<file path="config.mk">
export PLATFORM = sky130hd
export DESIGN_NAME = if_fetch_queue
export DESIGN_NICKNAME = d
export VERILOG_FILES = /design/src/rtl/if_pkg.sv /design/src/rtl/if_fetch_fifo.sv /design/src/rtl/if_fetch_queue.sv
export SDC_FILE = /design/constraint.sdc
export NUM_CORES = 1
export LEC_CHECK = 0
export ABC_CLOCK_PERIOD_IN_PS = 9750
export CORE_MARGIN = 3
export CORE_UTILIZATION = 60
export CTS_BUF_LIST = sky130_fd_sc_hd__clkbuf_8
export DETAILED_ROUTE_END_ITERATION = 12
export PLACE_DENSITY = 0.86
export SLEW_MARGIN = 20
export SYNTH_ARGS = -nofsm -noshare
export SYNTH_HDL_FRONTEND = slang
export SYNTH_HIERARCHICAL = 1
export SYNTH_SLANG_ARGS = --single-unit
</file>
<file path="constraint.sdc">
create_clock -name CLOCK -period 9.75 [get_ports CLOCK]
set_clock_uncertainty 0.2 [all_clocks]
set_input_delay 1.95 -clock CLOCK [delete_from_list [all_inputs] [get_ports CLOCK]]
set_output_delay 1.95 -clock CLOCK [all_outputs]
set_load 0.03 [all_outputs]
</file>
<file path="src/rtl/if_pkg.sv">
// rtl/if_pkg.sv - shared types and defaults for the instruction-fetch queue
package if_pkg;

  localparam int IF_XLEN = 32;
  localparam int IF_PC_INC = 4;
  localparam logic [IF_XLEN-1:0] IF_RESET_PC = 32'h0000_0000;

  typedef struct packed {
    logic [IF_XLEN-1:0] pc;
    logic [IF_XLEN-1:0] pc4;
    logic [IF_XLEN-1:0] instr;
  } fetch_entry_t;

  typedef enum logic [1:0] {
    SEL_NONE,
    SEL_BRANCH,
    SEL_JAL,
    SEL_JALR
  } redir_sel_t;

endpackage

</file>
<file path="src/rtl/if_fetch_fifo.sv">
// rtl/if_fetch_fifo.sv - DEPTH-entry queue of fetched instructions with synchronous clear
module if_fetch_fifo
  import if_pkg::*;
#(
  parameter int DEPTH = 4,
  localparam int AW = $clog2(DEPTH),
  localparam int CW = AW + 1
) (
  input  logic         CLOCK,
  input  logic         RESET,
  input  logic         push,
  input  logic         pop,
  input  logic         clear,
  input  fetch_entry_t din,
  output logic [CW-1:0] count,
  output fetch_entry_t head,
  output logic         full,
  output logic         empty
);

  fetch_entry_t  mem [DEPTH];
  logic [AW-1:0] wr_ptr;
  logic [AW-1:0] rd_ptr;

  assign full  = (count == CW'(DEPTH));
  assign empty = (count == '0);
  assign head  = mem[rd_ptr];

  always_ff @(posedge CLOCK or negedge RESET) begin
    if (!RESET) begin
      wr_ptr <= '0;
      rd_ptr <= '0;
      count  <= '0;
    end else if (clear) begin
      wr_ptr <= '0;
      rd_ptr <= '0;
      count  <= '0;
    end else begin
      if (push) wr_ptr <= wr_ptr + 1'b1;
      if (pop)  rd_ptr <= rd_ptr + 1'b1;
      count <= count + CW'(push) - CW'(pop);
    end
  end

  // Storage carries no reset; entries are only observed while counted.
  always_ff @(posedge CLOCK) begin
    if (push && !clear) mem[wr_ptr] <= din;
  end

  overflow_check: assert property (@(posedge CLOCK) disable iff (!RESET)
    !(push && full && !pop));

endmodule

</file>
<file path="src/rtl/if_fetch_queue.sv">
// rtl/if_fetch_queue.sv - decoupled IF stage: PC, redirect, imem issue and fetch queue (IF_BYPASS_EN)
module if_fetch_queue
  import if_pkg::*;
#(
  parameter int               XLEN     = IF_XLEN,
  parameter logic [XLEN-1:0]  RESET_PC = IF_RESET_PC,
  parameter int               DEPTH    = 4,
  parameter int               PC_INC   = IF_PC_INC
) (
  input  logic            CLOCK,
  input  logic            RESET,
  input  logic            IF_inREADY,
  input  logic            IF_inPCSRC,
  input  logic [XLEN-1:0] IF_inBRANCHGO,
  input  logic            IF_inJUMP,
  input  logic [XLEN-1:0] IF_inJJAL,
  input  logic            IF_inRJUMP,
  input  logic [XLEN-1:0] IF_inJRJALR,
  input  logic [XLEN-1:0] IF_inIDATA,
  output logic            IF_outIREQ,
  output logic [XLEN-1:0] IF_outIADADD,
  output logic            IF_outVALID,
  output logic [XLEN-1:0] IF_outINSTR,
  output logic [XLEN-1:0] IF_outPC,
  output logic [XLEN-1:0] IF_outgoifidpc4,
  output logic            IF_outFLASHIF
);

  localparam int CW = $clog2(DEPTH) + 1;

  logic [XLEN-1:0] pc_q;
  logic [XLEN-1:0] inflight_pc;
  logic            inflight;
  logic            inflight_epoch;
  logic            epoch;

  redir_sel_t      sel;
  logic [XLEN-1:0] target;
  logic            redirect;
  logic            issue;
  logic            resp_ok;
  logic [CW:0]     occupancy;

  fetch_entry_t    resp_entry;
  fetch_entry_t    fifo_head;
  fetch_entry_t    head_sel;
  logic [CW-1:0]   fifo_count;
  logic            fifo_full;
  logic            fifo_empty;
  logic            fifo_push;
  logic            fifo_pop;
  logic            head_valid;

  always_comb begin
    sel    = SEL_NONE;
    target = pc_q;
    if (IF_inRJUMP) begin
      sel    = SEL_JALR;
      target = IF_inJRJALR;
    end else if (IF_inJUMP) begin
      sel    = SEL_JAL;
      target = IF_inJJAL;
    end else if (IF_inPCSRC) begin
      sel    = SEL_BRANCH;
      target = IF_inBRANCHGO;
    end
  end

  assign redirect  = (sel != SEL_NONE);
  // Conservative credit: a pop in this cycle does not free a slot for issue.
  assign occupancy = {1'b0, fifo_count} + (CW + 1)'(inflight);
  assign issue     = RESET && !redirect && !fifo_full && (occupancy < (CW + 1)'(DEPTH));
  assign resp_ok   = inflight && (inflight_epoch == epoch) && !redirect;

  assign resp_entry.pc    = inflight_pc;
  assign resp_entry.pc4   = inflight_pc + XLEN'(PC_INC);
  assign resp_entry.instr = IF_inIDATA;

`ifdef IF_BYPASS_EN
  assign head_sel   = fifo_empty ? resp_entry : fifo_head;
  assign head_valid = !fifo_empty || resp_ok;
  assign fifo_push  = resp_ok && !(fifo_empty && IF_inREADY);
`else
  assign head_sel   = fifo_head;
  assign head_valid = !fifo_empty;
  assign fifo_push  = resp_ok;
`endif
  assign fifo_pop = !redirect && !fifo_empty && IF_inREADY;

  if_fetch_fifo #(.DEPTH(DEPTH)) u_fifo (
    .CLOCK (CLOCK),
    .RESET (RESET),
    .push  (fifo_push),
    .pop   (fifo_pop),
    .clear (redirect),
    .din   (resp_entry),
    .count (fifo_count),
    .head  (fifo_head),
    .full  (fifo_full),
    .empty (fifo_empty)
  );

  always_ff @(posedge CLOCK or negedge RESET) begin
    if (!RESET) begin
      pc_q           <= RESET_PC;
      inflight       <= 1'b0;
      inflight_pc    <= '0;
      inflight_epoch <= 1'b0;
      epoch          <= 1'b0;
    end else begin
      if (redirect) begin
        pc_q  <= target;
        epoch <= ~epoch;
      end else if (issue) begin
        pc_q <= pc_q + XLEN'(PC_INC);
      end
      inflight <= issue;
      if (issue) begin
        inflight_pc    <= pc_q;
        inflight_epoch <= epoch;
      end
    end
  end

  assign IF_outIREQ      = issue;
  assign IF_outIADADD    = pc_q;
  assign IF_outFLASHIF   = RESET && redirect;
  assign IF_outVALID     = RESET && !redirect && head_valid;
  assign IF_outINSTR     = IF_outVALID ? head_sel.instr : '0;
  assign IF_outPC        = IF_outVALID ? head_sel.pc    : '0;
  assign IF_outgoifidpc4 = IF_outVALID ? head_sel.pc4   : '0;

endmodule

</file>
==> results.md, run 1 <==
- The run finished with clean final reports.
- In this run the static leakage power is 7.93 nW.
- By instance count, the cell type seen most on the critical path is buf_4.
- The final hold violation count is 0.
- The worst setup path is launched from an input port.
- Of all nets on the critical path, the largest fanout is 97.
- The highest clock frequency the design can meet is 0.132 GHz.
- Of the post-synthesis cell area, the dominant cell type holds 0.599.
- Setup violations remaining at the end of the flow were counted as 0.
- The mapped netlist covers 0.0192 mm2.
- Dividing the final minimum period by the clock period gives 0.777.
- The full die area is 0.0343 mm2.
- The H-tree generated during clock tree synthesis spans 3 levels.
- The detailed-placement wirelength estimate is 26200 um.
- After clock tree synthesis, the flow added hold-fix buffers numbering 0.
- Entering global routing, the biggest net connects 98 pins.
- The mean area per synthesized cell is 17.1 um2.
- Clock-pin slew was measured on the worst setup and hold paths at 0.05 ns.
- STA puts the critical path data required time at 7.60 ns.
- On the critical path the largest part of the delay comes from buffers and inverters.
- Headroom to the max-slew limit came out at 0.300.
- The number of global-route vias before repair is 11393.
- Synthesis inferred 458 register bits.
- The clock reaches the later pin of the worst-skew pair after 0.56 ns.
- The number of standard cells in the layout, taps in and fillers out is 1864.
- The peak supply drop is 0.0854 mV.
- Counting every instance in the synthesized netlist gives 1124.
- The cell total after placement is 1739.
- By area the synthesized netlist is led by edfxtp_1 60%, mux4_2 11%, dfrtp_1 9.6%.
- The final total power is 4.09 mW.
- The final route contains 11142 vias.
- The arrival time of the worst setup path is 5.42 ns.
- The slowest stage of the critical path belongs to the cell clkdlybuf4s50_1.
- The critical path in this run is classified as input port to output port.
- The worst setup path is captured at an output port.
- Counting flops with an async set or reset pin after synthesis yields a share of 0.162.
- Summed over all instances, the cell type with the most area after synthesis is edfxtp_1.
- After the first detailed-routing iteration, the DRC count stood at 817.
- Setup repair after global routing left no endpoint under its margin.
- The number of post-CTS setup repair buffers is 0.
- The wire length of the first global-routing pass is 62500 um.
- The floorplan has 64 rows.
- CTS saw 458 sinks.
- The number of detailed-route iterations in the first pass is 5.
- In this run the vertical extent of the chip is 185 um.
- The number of gates resized after CTS was 0.
- The type of the tightest min-delay check is flop to flop.
- The final standard cell utilization of the core is 0.755.
- The maximum count of clock buffers along a single path is 3.
- From synthesis to final layout, the design area changed by 21.9%.
- The most frequently used flop master after synthesis is edfxtp_1.
- Routability-driven placement finished with a final weighted congestion of 0.877.
- The routed design has 40400 um of wire.
- The power per cell area is 175 mW/mm2.
- After detailed routing, the average wire length per cell comes to 21.7 um.
- The region available for standard cell placement spans 0.0311 mm2.
- The number of antenna violations at the first check in global routing is 0.
- The port buffer count is 264.
- After the last flow step, the layout net total stands at 1559.
- The number of top-level design ports is 265.
- The horizontal die dimension is 185 um.
- The sequential element share of the synthesized area is 0.696.
- Clock tree synthesis inserted a total of 71 buffers.
- After detailed routing, the number of remaining DRC violations is 0.
- TritonCTS built the clock tree.
- Leaving out fill and tap cells, the most frequent cell in the layout is edfxtp_1.
- The peak per-stage delay on the critical path is 0.69 ns.
- The minimum clock period after layout is 7.57 ns.
- Max-cap violations in this run came to 0.
- The number of vias per cell is 5.98.
- In this run the register-to-register setup slack is 6.54 ns.
- The proportion of layout cells with a drive suffix above 1 is 0.172.
- The number of synthesis warnings is 6.
- Traced cell by cell, the critical path runs through clkdlybuf4s50_1, buf_4, nor3_4, buf_4, inv_2, nor3b_4, buf_4, and2_1, clkdlybuf4s50_1.
- The synthesized netlist contains 60 unique library cells.
- The final-report max-slew violation count is 0.
- The tree is rooted in a clkbuf_8.
- Leaving out fill and tap cells, the most frequent cells in the layout are 384 x edfxtp_1, 262 x clkdlybuf4s50_1, 100 x and2_1.
- The residual overflow from global routing is 0.
- The number of routed nets with antenna violations is 0.
- The post-route setup TNS is 0 ns.
- The initial standard-cell utilization of the core is 0.619.
- At the pin with the least slew margin, the transition time is 1.05 ns.
- The worst path buffer plus inverter count is 6.
- 0 antenna diodes ended up in the layout.
- For this run, the total global-route usage over all layers was measured as 0.239.
- The number of nets handed over by synthesis was 1267.
- The final cell area excluding filler cells is 0.0235 mm2.
- Counting flops with a built-in enable in the synthesized netlist gives 384.
- Summing all placed instances gives a cell area of 0.0222 mm2.
[final cells by class]
type | count | area, um2
fillers | 1853 | 7610
inverters | 18 | 67.6
well taps | 396 | 495
repair buffers | 275 | 2720
clock inverters | 52 | 260
flip-flops and latches | 458 | 13400
multi-input cells | 592 | 5520
clock buffers | 73 | 1000
[synthesized netlist by cell type (2+ instances only)]
master	instances
and2_2	2
nand2_1	39
dfrtp_1	74
a21oi_1	31
nand3_1	23
a221o_1	3
xnor2_1	27
nor3_1	15
o22a_1	2
mux4_2	96
buf_1	2
a31oi_1	6
and4_1	3
o21ai_0	20
nor4_1	4
a22oi_1	12
nor2b_1	4
buf_4	7
ha_1	8
mux2i_1	15
nand3b_1	2
buf_2	12
and2_1	104
o22ai_1	6
nand4_1	22
xor2_1	17
a211oi_1	16
a2bb2oi_1	5
inv_1	17
clkbuf_1	32
and3_1	11
mux2_2	30
nor2_1	46
nor3b_1	2
edfxtp_1	384
[routing by layer]
layer,up-vias,wire [um],track usage
met5,-,0,0
met4,0,924,0.0795
met3,62,3210,0.0532
met2,549,19900,0.389
met1,5545,16400,0.328
li1,4986,-,-
[worst paths after layout]
| check | endpoint | start | depth (start not counted) |
|---|---|---|---|
| min in group asynchronous | inflight_pc[30] | RESET | 1 |
| worst min register to register | u_fifo/mem[0][94] | inflight_pc[30] | 0 |
| max in group asynchronous | u_fifo/rd_ptr[0] | RESET | 2 |
| worst min-delay path | u_fifo/mem[0][94] | inflight_pc[30] | 0 |
| worst max-delay path | IF_outgoifidpc4[2] | IF_inJUMP | 9 |
| worst max register to register | u_fifo/mem[2][66] | epoch | 5 |
[cells by family after synthesis]
| kind of cell | after synthesis | synth area share |
|---|---|---|
| AOI/OAI and AO/OA | 110 | 0.0372 |
| and+or+nand+nor | 287 | 0.0837 |
| adders and majority gates | 9 | 0.00624 |
| xor gates and xnor gates | 45 | 0.0212 |
| DFF | 458 | 0.696 |
| buffers and inverters | 74 | 0.0184 |
| muxes | 141 | 0.138 |
[power breakdown]
part	internal (mW)	switching, mW
Sequential	2.25	0.121
Combinational	0.150	0.161
Clock	0.726	0.686
Total	3.13	0.968
[flip-flops by register name (all words and copies together), names as in the netlist]
signal          cells
IF_outIADADD       32
epoch               1
inflight            1
inflight_epoch      1
inflight_pc        32
u_fifo/count        3
u_fifo/mem        384
u_fifo/rd_ptr       2
u_fifo/wr_ptr       2
[through the flow]
step	hold WS, ns	worst slack (ns)
3_5_place_dp	0.312	2.21
3_3_place_gp	0.297	2.31
4_1_cts	0.329	2.20
6_report	0.326	2.18
5_1_grt	0.362	1.93
2_1_floorplan	0.276	3.50
Note: power is estimated with default switching activity, not from simulation.
==> run 2, diff against run 1 <==
Settings changed: ABC_CLOCK_PERIOD_IN_PS 9750 to 7800, CORE_UTILIZATION 60 to 57, PLACE_DENSITY 0.86 to 0.83.
Clock period 9.75 ns to 7.8 ns, I/O delays scaled along.
==> results.md, run 2 (synthesis results as in run 1) <==
- The post-CTS clock slew at the launch and capture registers of the worst setup and hold paths is 0.05 ns (about the same).
- The number of clock buffers inserted by TritonCTS is 71 (unchanged).
- The number of post-CTS setup repair buffers is 0 (unchanged).
- The TritonCTS clock tree is built (unchanged).
- The die height is 190 um (was 185 um).
- The worst reg2reg path depth came to 5 (unchanged).
- The initial standard-cell utilization of the core is 0.585 (was 0.619).
- The max-capacitance violation count was 0 (unchanged).
- The minimum clock period after layout is 6.00 ns.
- The number of H-tree branching levels came to 3 (unchanged).
- The residual overflow from global routing is 0 (unchanged).
- The detailed-placement wirelength estimate is 27900 um (was 26200 um).
- The post-cts repair resize count is 0 (unchanged).
- The endpoint of the worst hold-timing path is IF_outIADADD[1] (was u_fifo/mem[0][94]).
- In the finished design, the share of the clock period the worst path needs comes to 0.769.
- The number of top-level design ports is 265 (unchanged).
- The clock latency of the later-clocked register in the worst-skew pair was 0.58 ns (was 0.56 ns).
- The cell area after placement was 0.0226 mm2 (was 0.0222 mm2).
- The port buffer count was 264 (unchanged).
- The buffer cell driving the clock tree root is clkbuf_8 (unchanged).
- The number of diodes is 0 (unchanged).
- The number of antenna violations at the first check in global routing is 0 (unchanged).
- The number of cells on the worst hold path came to 2 (was 0).
- The arrival time of the worst setup path is 4.24 ns (was 5.42 ns).
- The timing startpoint of the critical path is IF_inJUMP (unchanged).
- The final hold violation count is 0 (unchanged).
- The fill cell instance count of the final layout is 2034 (was 1853).
- The floorplan core area is 0.0329 mm2 (was 0.0311 mm2).
- The startpoint of the lowest-slack hold path is IF_outIADADD[1] (was inflight_pc[30]).
- The final standard cell utilization of the core was 0.727 (was 0.755).
- The maximum number of pins on one net before global-route repair was 73 (was 98).
- The worst slew slack as a fraction of its limit came to 0.302 (was 0.300).
- RSZ-0062 raised after global routing: false (unchanged).
- The post-detailed-routing wire length was 42300 um (was 40400 um).
- The type of the tightest min-delay check is flop to flop (unchanged).
- Timing would allow up to 0.167 GHz.
- The proportion of layout cells with a drive suffix above 1 came to 0.223 (was 0.172).
- The number of vias per cell came to 5.80 (was 5.98).
- The peak per-stage delay on the critical path is 0.67 ns (was 0.69 ns).
- The worst flop-to-flop path endpoint is u_fifo/mem[2][13] (was u_fifo/mem[2][66]).
- The multi-input logic area is 0.00552 mm2 (unchanged).
- The final-report max-slew violation count is 0 (unchanged).
- Status: completed (unchanged).
- The power per cell area was 218 mW/mm2 (was 175 mW/mm2).
- The transition time of the tightest slew-check pin came to 1.04 ns (was 1.05 ns).
- The peak supply drop is 0.126 mV (was 0.0854 mV).
- The required time at the endpoint of the critical path is 6.04 ns (was 7.60 ns).
- The final number of setup-violating endpoints was 0 (unchanged).
- The worst-path maximum fanout is 72 (was 97).
- The count of clock tree sinks is 458 (unchanged).
- The final cell area excluding filler cells is 0.0239 mm2 (was 0.0235 mm2).
- The number of detailed-route iterations in the first pass is 5 (unchanged).
- The number of flip-flops in the largest register was 384 (unchanged).
- The remaining design rule violation count is 0 (unchanged).
- The floorplan row count is 66 (was 64).
- Highest-count cells in the layout ignoring fill and taps: 384 x edfxtp_1, 195 x clkdlybuf4s50_1, 100 x and2_1 (was 384 x edfxtp_1, 262 x clkdlybuf4s50_1, 100 x and2_1).
- The via count is 11093 (was 11142).
- The critical path launch point type is an input port (unchanged).
- The endpoint kind of the worst setup timing path is an output port (unchanged).
- The most frequent standard cell in the layout excluding fill and tap cells is edfxtp_1 (unchanged).
- The total routing usage reported by global routing is 0.239 (about the same).
- The reg-to-reg startpoint is epoch (unchanged).
- The full die area is 0.0360 mm2 (was 0.0343 mm2).
- The horizontal die dimension was 190 um (was 185 um).
- The flop-to-flop setup slack is 4.80 ns (was 6.54 ns).
- The number of buffers inserted by hold repair at cts is 0 (unchanged).
- The maximum count of clock buffers along a single path was 3 (unchanged).
- The routability congestion estimate is 0.942 (was 0.877).
- The number of routed nets with antenna violations is 0 (unchanged).
- Crit-path cells: clkdlybuf4s50_1, buf_4, nor3_4, inv_2, nor3b_4, buf_4, and2_1, clkdlybuf4s50_1 (was clkdlybuf4s50_1, buf_4, nor3_4, buf_4, inv_2, nor3b_4, buf_4, and2_1, clkdlybuf4s50_1).
- The number of global-route vias before repair was 11602 (was 11393).
- The number of nets in the finished design is 1568 (was 1559).
- The final total power is 5.22 mW (was 4.09 mW).
- The register with the most flip-flops is u_fifo/mem (unchanged).
- The start-to-end type of the worst setup path was input port to output port (unchanged).
- The wire length of the first global-routing pass is 65600 um (was 62500 um).
- The critical-path cell with the highest stage delay is clkdlybuf4s50_1 (unchanged).
- The synthesis-to-layout area growth came to 24.3% (was 21.9%).
- The violation count after the first detailed-route iteration is 828 (was 817).
- The total leakage power is 8.24 nW (was 7.93 nW).
- The post-route setup TNS was 0 ns (unchanged).
- The routed length per placed instance came to 22.1 um (was 21.7 um).
- The area occupied by registers was 0.0134 mm2 (unchanged).
==> run 2: worst max-delay path by stage <==
stage | end | slack (ns) | depth (start not counted)
after floorplan | u_fifo/mem[0][0] | 1.94 | 7
after global placement | IF_outPC[0] | 1.84 | 8
after detailed placement | IF_outPC[25] | 1.78 | 8
after CTS | IF_outPC[25] | 1.78 | 8
after global routing | IF_outPC[25] | 1.59 | 8
final | IF_outPC[25] | 1.80 | 8
==> run 2: per-stage QoR <==
| step | hold WS, ns | cells | worst slack, ns |
|---|---|---|---|
| floorplan | 0.276 | 1124 | 1.94 |
| global placement | 0.288 | 1793 | 1.84 |
| detailed placement | 0.304 | 1793 | 1.78 |
| CTS | 0.316 | 1913 | 1.78 |
| global route | 0.348 | 1914 | 1.59 |
| finish | 0.309 | 1914 | 1.80 |
==> run 2: critical path, delay by kind of cell <==
family	cells	cell delay, ns
buffers and inverters	5	1.94
and+or+nand+nor	3	0.70
==> run 2: layout make-up <==
cell class,count,share of cell area
Sequential cell,458,0.560
Multi-Input combinational cell,592,0.231
Timing Repair Buffer,284,0.128
Clock buffer,75,0.0432
Tap cell,442,0.0231
Clock inverter,45,0.0121
Inverter,18,0.00283
==> run 2: per-layer routing <==
metal	vias up	share of wire	GRT usage
met5	-	0	0
met4	0	0.024	0.0876
met3	58	0.079	0.0523
met2	533	0.49	0.389
met1	5506	0.40	0.324
li1	4996	-	-
==> run 2: where the power goes <==
group / switching, mW / leakage (nW) / total (mW) / internal [mW]
Combinational: 0.201 / 3.09 / 0.390 / 0.189
Sequential: 0.152 / 4.39 / 2.96 / 2.81
Clock: 0.876 / 0.763 / 1.87 / 0.993
==> run 3, diff against run 2 <==
Settings changed: ABC_CLOCK_PERIOD_IN_PS 7800 to 5700.
Clock period 7.8 ns to 5.7 ns, I/O delays scaled along.
==> results.md, run 3 (synthesis results as in run 1) <==
- Status: completed (unchanged).
- The synthesis-to-layout area growth is 25.0% (was 24.3%).
- The post-detailed-routing wire length is 43000 um (was 42300 um).
- The proportion of layout cells with a drive suffix above 1 came to 0.245 (was 0.223).
- The worst slew slack as a fraction of its limit is 0.263 (was 0.302).
- For the finished layout, the period the worst path requires is 4.67 ns.
- The final-layout worst hold slack is 0.315 ns (was 0.309 ns).
- The number of post-CTS setup repair buffers is 0 (unchanged).
- The violation count after the first detailed-route iteration was 865 (was 828).
- The worst-path maximum fanout was 22 (was 72).
- The number of flip-flops in the largest register is 384 (unchanged).
- The worst reg2reg path depth is 5 (unchanged).
- The most frequent standard cell in the layout excluding fill and tap cells was edfxtp_1 (unchanged).
- The number of antenna violations at the first check in global routing is 1 (was 0).
- The start-to-end type of the worst setup path is input port to output port (unchanged).
- The final-report max-slew violation count is 0 (unchanged).
- The post-cts repair resize count is 0 (unchanged).
- The number of top-level design ports is 265 (unchanged).
- The via count is 11265 (was 11093).
- The number of routed nets with antenna violations was 0 (unchanged).
- The transition time of the tightest slew-check pin is 1.10 ns (was 1.04 ns).
- Highest-count cells in the layout ignoring fill and taps: 384 x edfxtp_1, 164 x clkdlybuf4s50_1, 100 x and2_1 (was 384 x edfxtp_1, 195 x clkdlybuf4s50_1, 100 x and2_1).
- The buffer cell driving the clock tree root is clkbuf_8 (unchanged).
- The initial standard-cell utilization of the core is 0.585 (unchanged).
- The total leakage power is 8.35 nW (was 8.24 nW).
- The detailed-placement wirelength estimate is 28300 um (was 27900 um).
- The gate family responsible for the most delay along the worst path is buffers and inverters (unchanged).
- The type of the tightest min-delay check is flop to flop (unchanged).
- The critical path launch point type is an input port (unchanged).
- The maximum count of clock buffers along a single path was 3 (unchanged).
- The critical-path cell with the highest stage delay is nor3b_4 (was clkdlybuf4s50_1).
- The number of diodes is 0 (unchanged).
- The number of cells on the worst hold path is 1 (was 2).
- The register with the most flip-flops is u_fifo/mem (unchanged).
- RSZ-0062 raised after global routing: false (unchanged).
- The arrival time of the worst setup path is 3.33 ns (was 4.24 ns).
- The routability congestion estimate is 0.936 (was 0.942).
- The final clock period utilization by the worst path is 0.819.
- The flop-to-flop setup slack is 2.83 ns (was 4.80 ns).
- The number of H-tree branching levels is 3 (unchanged).
- The wire length of the first global-routing pass is 66700 um (was 65600 um).
- The post-CTS clock slew at the launch and capture registers of the worst setup and hold paths was 0.06 ns (was 0.05 ns).
- The final total power came to 7.09 mW (was 5.22 mW).
- The required time at the endpoint of the critical path is 4.36 ns (was 6.04 ns).
- The remaining design rule violation count came to 0 (unchanged).
- The horizontal die dimension is 190 um (unchanged).
- The worst flop-to-flop path endpoint is u_fifo/mem[3][63] (was u_fifo/mem[2][13]).
- Timing would allow up to 0.214 GHz.
- The max-capacitance violation count is 0 (unchanged).
- The full die area is 0.0360 mm2 (unchanged).
- The number of clock buffers inserted by TritonCTS was 71 (unchanged).
- The count of clock tree sinks is 458 (unchanged).
- The endpoint kind of the worst setup timing path was an output port (unchanged).
- The peak supply drop is 0.211 mV (was 0.126 mV).
- The number of vias per cell is 5.86 (was 5.80).
- The worst path buffer plus inverter count was 4 (was 5).
- The reg-to-reg startpoint is epoch (unchanged).
- The floorplan row count is 66 (unchanged).
- The residual overflow from global routing is 0 (unchanged).
- The endpoint of the worst hold-timing path is epoch (was IF_outIADADD[1]).
- The total routing usage reported by global routing came to 0.243 (was 0.239).
- The number of buffers inserted by hold repair at cts came to 0 (unchanged).
- The routed length per placed instance was 22.4 um (was 22.1 um).
- The clock latency of the later-clocked register in the worst-skew pair is 0.57 ns (was 0.58 ns).
- The TritonCTS clock tree is built (unchanged).
- The final number of setup-violating endpoints is 0 (unchanged).
- The peak per-stage delay on the critical path is 0.50 ns (was 0.67 ns).
- The startpoint of the lowest-slack hold path is epoch (was IF_outIADADD[1]).
- The die height is 190 um (unchanged).
- The power per cell area came to 295 mW/mm2 (was 218 mW/mm2).
- The maximum number of pins on one net before global-route repair is 76 (was 73).
- The floorplan core area is 0.0329 mm2 (unchanged).
- The port buffer count is 264 (unchanged).
- The post-route setup TNS was 0 ns (unchanged).
- Crit-path cells: clkdlybuf4s50_1, nor3_4, inv_2, nor3b_4, buf_4, and2_1, buf_12 (was clkdlybuf4s50_1, buf_4, nor3_4, inv_2, nor3b_4, buf_4, and2_1, clkdlybuf4s50_1).
- The number of global-route vias before repair was 11523 (was 11602).
- The number of detailed-route iterations in the first pass is 5 (unchanged).
- The final hold violation count is 0 (unchanged).
- The number of nets in the finished design is 1569 (was 1568).
## run 3: stage by stage
stage,util,std cells,setup WS [ns],cell area [um2]
after floorplan,-,1124,0.256,19200
after global placement,0.692,1795,1.07,22700
after detailed placement,0.692,1795,1.05,22700
after CTS,0.732,1921,1.02,24100
after global routing,0.732,1921,0.917,24100
final,0.732,1921,1.03,24100
## run 3: area by class of cell
type / count / area, um2
inverters: 18 / 67.6
multi-input cells: 592 / 5520
repair buffers: 285 / 3210
well taps: 442 / 553
fillers: 1986 / 8810
clock inverters: 45 / 201
clock buffers: 81 / 1110
flip-flops and latches: 458 / 13400
## run 3: how the worst max path moves through the flow
stage	start	end	slack, ns	cells after the start
final	IF_inPCSRC	IF_outPC[19]	1.03	7
after global routing	IF_inPCSRC	IF_outPC[19]	0.92	7
after CTS	IF_inPCSRC	IF_outPC[19]	1.02	7
after detailed placement	IF_inPCSRC	IF_outPC[19]	1.05	7
after global placement	IF_inPCSRC	IF_outPC[19]	1.07	7
after floorplan	IF_inRJUMP	u_fifo/mem[0][0]	0.26	7
## run 3: layer usage
layer | share of wire | wire [um] | GRT usage | vias up
met5 | 0.00040 | 17 | 0 | -
met4 | 0.016 | 685 | 0.0662 | 2
met3 | 0.084 | 3630 | 0.0544 | 58
met2 | 0.50 | 21500 | 0.403 | 558
met1 | 0.40 | 17200 | 0.333 | 5632
li1 | - | - | - | 5015
## run 3: where the power goes
group          total [mW]  switching (mW)  internal [mW]  leakage, nW
clock                2.50            1.19           1.30        0.746
combinational       0.535           0.277          0.257         3.21
sequential           4.06           0.208           3.85         4.39
